[src/rtl/frame_buf_wr_sched.sv]
// Write-side frame-buffer scheduler: rotates a one-hot write pointer over
// NUM_BUF buffers, skipping the buffer the reader is scanning, and publishes
// the last completed frame on last_next_point for the read-side base loop.
// Optional build macro FRAME_BUF_STAT_EN adds frame_cnt/drop_cnt statistics.
module frame_buf_wr_sched #(
    parameter int unsigned NUM_BUF = 3
) (
    input  logic        clk,
    input  logic        rst_n,
    input  logic        wr_vsync,
    input  logic        wr_enable,
    input  logic [4:0]  rd_curr_point,
    output logic [4:0]  wr_curr_point,
    output logic [4:0]  last_next_point,
    output logic        frame_done,
    output logic        collide
`ifdef FRAME_BUF_STAT_EN
    ,
    output logic [15:0] frame_cnt,
    output logic [15:0] drop_cnt
`endif
);

    localparam int unsigned PTR_W = 5;
    localparam int unsigned IDX_W = 3;
    localparam logic [PTR_W-1:0] BUF_MASK    = PTR_W'((1 << NUM_BUF) - 1);
    localparam logic [PTR_W-1:0] WR_RST_PTR  = PTR_W'(1);
    localparam logic [PTR_W-1:0] LAST_RST_PTR = PTR_W'(2);

    typedef enum logic [1:0] {
        IDLE    = 2'd0,
        WRITING = 2'd1,
        COMMIT  = 2'd2
    } state_t;

    state_t           state, state_nxt;
    logic             vs_s1, vs_s2;
    logic             vs_rise;
    logic             rd_valid;
    logic [PTR_W-1:0] sel_point;
    logic [PTR_W-1:0] wr_nxt, last_nxt;
    logic             done_nxt, collide_nxt;

    // Rotate a one-hot pointer left by k positions inside the NUM_BUF ring.
    function automatic logic [PTR_W-1:0] rotl(input logic [PTR_W-1:0] p, input int k);
        logic [PTR_W-1:0] r;
        r = '0;
        for (int i = 0; i < int'(PTR_W); i++) begin
            if (i < int'(NUM_BUF)) begin
                r[IDX_W'((i + k) % int'(NUM_BUF))] = p[IDX_W'(i)];
            end
        end
        return r;
    endfunction

    // Two-flop vsync sampler; rising edge is a one-cycle strobe.
    always_ff @(posedge clk or negedge rst_n) begin
        if (!rst_n) begin
            vs_s1 <= 1'b0;
            vs_s2 <= 1'b0;
        end else begin
            vs_s1 <= wr_vsync;
            vs_s2 <= vs_s1;
        end
    end

    assign vs_rise = vs_s1 & ~vs_s2;

    // Read pointer is usable for exclusion only if one-hot and within the ring.
    assign rd_valid = (rd_curr_point != '0)
                    && ((rd_curr_point & (rd_curr_point - PTR_W'(1))) == '0)
                    && ((rd_curr_point & ~BUF_MASK) == '0);

    // Next write buffer: lowest rotation that avoids the reader; k=1 if reader unknown.
    always_comb begin
        sel_point = rotl(wr_curr_point, 1);
        if (rd_valid) begin
            for (int k = int'(NUM_BUF) - 1; k >= 1; k--) begin
                if (rotl(wr_curr_point, k) != rd_curr_point) begin
                    sel_point = rotl(wr_curr_point, k);
                end
            end
        end
    end

    // State register.
    always_ff @(posedge clk or negedge rst_n) begin
        if (!rst_n) begin
            state <= IDLE;
        end else begin
            state <= state_nxt;
        end
    end

    // Next-state and next-output decode.
    always_comb begin
        state_nxt   = state;
        wr_nxt      = wr_curr_point;
        last_nxt    = last_next_point;
        done_nxt    = 1'b0;
        collide_nxt = 1'b0;
        case (state)
            IDLE: begin
                if (vs_rise) begin
                    state_nxt = WRITING;
                end
            end
            WRITING: begin
                collide_nxt = (rd_curr_point == wr_curr_point);
                if (vs_rise && wr_enable) begin
                    last_nxt  = wr_curr_point;
                    done_nxt  = 1'b1;
                    state_nxt = COMMIT;
                end
            end
            COMMIT: begin
                wr_nxt    = sel_point;
                state_nxt = WRITING;
            end
            default: begin
                state_nxt = IDLE;
            end
        endcase
    end

    // Registered pointers and status pulses.
    always_ff @(posedge clk or negedge rst_n) begin
        if (!rst_n) begin
            wr_curr_point   <= WR_RST_PTR;
            last_next_point <= LAST_RST_PTR;
            frame_done      <= 1'b0;
            collide         <= 1'b0;
        end else begin
            wr_curr_point   <= wr_nxt;
            last_next_point <= last_nxt;
            frame_done      <= done_nxt;
            collide         <= collide_nxt;
        end
    end

`ifdef FRAME_BUF_STAT_EN
    logic drop_evt;

    assign drop_evt = (state == WRITING) && vs_rise && !wr_enable;

    // Committed-frame and dropped-frame counters, free-running wrap.
    always_ff @(posedge clk or negedge rst_n) begin
        if (!rst_n) begin
            frame_cnt <= 16'd0;
            drop_cnt  <= 16'd0;
        end else begin
            if (done_nxt) begin
                frame_cnt <= frame_cnt + 16'd1;
            end
            if (drop_evt) begin
                drop_cnt <= drop_cnt + 16'd1;
            end
        end
    end
`endif

endmodule

[config.mk]
export PLATFORM = sky130hd
export DESIGN_NAME = frame_buf_wr_sched
export DESIGN_NICKNAME = d
export VERILOG_FILES = /design/src/rtl/frame_buf_wr_sched.sv
export SDC_FILE = /design/constraint.sdc
export NUM_CORES = 1
export LEC_CHECK = 0
export BUFFER_PORTS_ARGS = -buffer_cell sky130_fd_sc_hd__buf_2
export CAP_MARGIN = 30
export CORE_ASPECT_RATIO = 0.9
export CORE_MARGIN = 2
export CORE_UTILIZATION = 43
export CTS_CLUSTER_SIZE = 20
export DETAILED_ROUTE_END_ITERATION = 12
export PLACE_DENSITY = 0.72
export SYNTH_ARGS = -nofsm -noshare
export SYNTH_HDL_FRONTEND = slang
export SYNTH_SLANG_ARGS = --single-unit
[constraint.sdc]
create_clock -name clk -period 1.8 [get_ports clk]
set_input_delay 0.09 -clock clk [delete_from_list [all_inputs] [get_ports clk]]
set_output_delay 0.09 -clock clk [all_outputs]
set_load 0.1 [all_outputs]
==> results.yml <==
outcome:
  outcome: "finished, violations left"
  violations: "negative setup slack"
clock_network:
  cts_sinks: 12
  cts_tree: "built"
  cts-root-buf: "clkbuf_4"
  htree_levels: 1
  path_clk_slew_ns: 0.07
  cts_made_buffers: 3
  clock_path_buffers: 2
  clkLatencyLatePin_ns: 0.27
cells_and_area:
  final_util_pct: 56.6
  diodes: 0
  area_growth_pct: 25.8
  fin_cells: 97
  finalNetCount: 92
  finish.instance_area_sq_um: 811
  fill_cells: 136
  layout-drive-gt1-share_pct: 43.9
setup_path:
  path_class: "flop to flop"
  cp-end-kind: "flop"
  r2r_setup_slack_ns: -0.16
  crit_end: "wr_curr_point[0]"
  startpoint: "wr_curr_point[0]"
  cp-start-kind: "flop"
  cp.arrival_ns: 2.15
  r2r-start: "wr_curr_point[0]"
  reg2reg_depth: 5
  critical_path_peak_fanout: 2
  timing.rr.end: "wr_curr_point[0]"
  required_ns: 1.99
detailed_routing:
  drt_wl_total_mm: 1.42
  drt_iter0_markers: 1
  wire_per_inst_um: 14.6
  drc: 0
  viasPerCell: 5.24
  drtPass1Iterations: 4
  ant_nets: 0
  vias: 508
yosys:
  avgSynthCellArea_sq_um: 10.7
  synthesis.instances: 60
  synth_warnings: 0
  ys_types: 28
  async_flop_share_pct: 100
  ys_ff_latch: 12
  syn_area_sq_um: 644
  synth-edff-count: 0
  ys.flop_type: "dfrtp_1"
  ys_seq_area_share_pct: 47.0
floorplan:
  start_util_pct: 45.0
  fp-row-count: 13
  core_region_area_sq_um: 1430
  die_area_sq_um: 1820
  pin_count: 21
  die_y_um: 40.7
  dieWidth_um: 44.8
pwr:
  power.leakage_nw: 0.352
  p_sw_w: 0.000282
  p_clk_share_pct: 23.8
  comb_power_share_pct: 30.1
  irDropWorstVdd_mv: 0.529
  swShare_pct: 39.7
  p_seq_share_pct: 46.1
  power_density_nw_per_um2: 876
  p_int_w: 0.000428
grt:
  grt_pass1_vias: 514
  busiest_layer: "met2"
  grt_max_degree: 13
  grt_use_met1_pct: 16.7
  met3_usage_pct: 6.61
  met2_usage_pct: 32.6
  gr-usage-all-layers_pct: 17.2
  overflow: 0
  antenna_found_initial: 0
  grt_first_pass_wirelength_mm: 2.17
min_path:
  hold_class: "input pin to flop"
place:
  hpwl_mm: 1.02
  preCtsSetupSlack_ns: -0.108
  io_buffers: 16
  routabilityCongestion: 0.811
  place_inst: 89
  placed_cell_area_sq_um: 738
sta:
  tightestPinTransition_ns: 0.528
  relSlewSlack_pct: 64.5
  setup_viol: 3
  maxSlewViolCount: 0
  rsz0062_at_grt: "true"
  period_needed_ns: 1.96
  finalSetupTns_ns: -0.301
  finalCritPeriodShare_pct: 109
  hold_viol_final: 0
  worst_slack_ns: -0.159
  max_freq_mhz: 510
  clock_skew_ns: 0.00308
job:
  maxCapViolCount: 0
-- flip-flops by register name, summed over array words and instances, names as in the netlist --
register,flops
vs_s1,1
wr_curr_point,3
vs_s2,1
last_next_point,3
collide,1
state,2
frame_done,1
-- power groups by stage --
stage | Clock [W] | Sequential [W] | Combinational [W]
final | 0.000169 | 0.000327 | 0.000214
after global routing | 0.000189 | 0.000330 | 0.000228
after CTS | 0.000174 | 0.000327 | 0.000214
after detailed placement | 0 | 0.000331 | 0.000210
after global placement | 0 | 0.000329 | 0.000206
after floorplan | 0 | 0.000421 | 0.0000829
-- worst max-delay path, cell delays in order, from the launching register on --
cell     delay [ns]
dfstp_4        0.62
inv_2          0.04
or4b_4         0.50
and3_4         0.17
or3b_1         0.34
a31oi_1        0.21
-- layout make-up --
type                       count  area, sq um  area share [%]
clock buffer                   4         26.3            3.24
multi-input combinational     43          318            39.2
tap                           15         18.8            2.31
timing repair buffer          22          130            16.0
sequential                    12          314            38.7
inverter                       1         3.75           0.463
-- how the worst min path moves through the flow --
stage | cells past startpoint | endpoint | from
finish | 4 | collide | rd_curr_point[4]
global route | 4 | collide | rd_curr_point[4]
CTS | 4 | collide | rd_curr_point[4]
detailed placement | 1 | collide | rst_n
global placement | 1 | collide | rst_n
floorplan | 0 | collide | rst_n
-- Yosys cell counts, types with 2 or more instances --
cell | n | area, sq um
dfrtp_1 | 10 | 250
nor2_1 | 6 | 22.5
o21ai_0 | 2 | 10.0
nand2_1 | 3 | 11.3
clkbuf_1 | 2 | 7.51
nor2b_1 | 2 | 12.5
mux2_2 | 3 | 33.8
and4b_1 | 2 | 20.0
xor2_1 | 3 | 26.3
mux2i_1 | 2 | 20.0
a21oi_1 | 4 | 20.0
dfstp_2 | 2 | 52.6
buf_4 | 4 | 30.0
-- metal layers --
layer | up-vias | share of wire (%)
li1 | 249 | -
met1 | 246 | 37
met2 | 11 | 58
met3 | 2 | 3.2
met4 | 0 | 1.6
met5 | - | 0
-- what timing repair did --
action | CTS | global route
pin swaps | 1 | 1
cloned | 0 | 0
endpoints found under the hold margin | 13 | 0
hold buffers | 2 | 0
resized for setup | 0 | 1
setup endpoints to repair | 3 | 3
buffers inserted | 0 | 2
-- cell usage in the layout, fill, tap and decap left out, types with 2 or more instances in the layout --
cell / Yosys / final
a21oi_1: 4 / 4
and4b_1: 2 / 2
buf_2: 0 / 16
buf_4: 4 / 4
clkbuf_4: 0 / 3
conb_1: 1 / 4
dfrtp_1: 10 / 8
dfrtp_4: 0 / 2
dlygate4sd3_1: 0 / 2
mux2_2: 3 / 3
mux2i_1: 2 / 2
nand2_1: 3 / 3
nor2_1: 6 / 6
nor2b_1: 2 / 2
o21ai_0: 2 / 2
xor2_1: 3 / 3
-- cells by family (layout without fill, tap and decap cells) --
kind of cell | after synthesis | after routing | synth area share [%]
buffers and inverters | 8 | 27 | 7.18
AND/OR/NAND/NOR | 22 | 22 | 23.7
multiplexers | 5 | 5 | 8.35
AO/OA/AOI/OAI | 9 | 9 | 9.13
other | 1 | 4 | 0.582
XOR/XNOR | 3 | 3 | 4.08
flip-flops | 12 | 12 | 47.0
-- stage by stage --
stage	hold WS, ns	total power (W)
2_1_floorplan	-0.206	0.000504
3_3_place_gp	-0.0205	0.000535
3_5_place_dp	-0.0217	0.000541
4_1_cts	0.0960	0.000715
5_1_grt	0.132	0.000747
6_report	0.101	0.000711
Note: power is estimated with default switching activity, not from simulation.
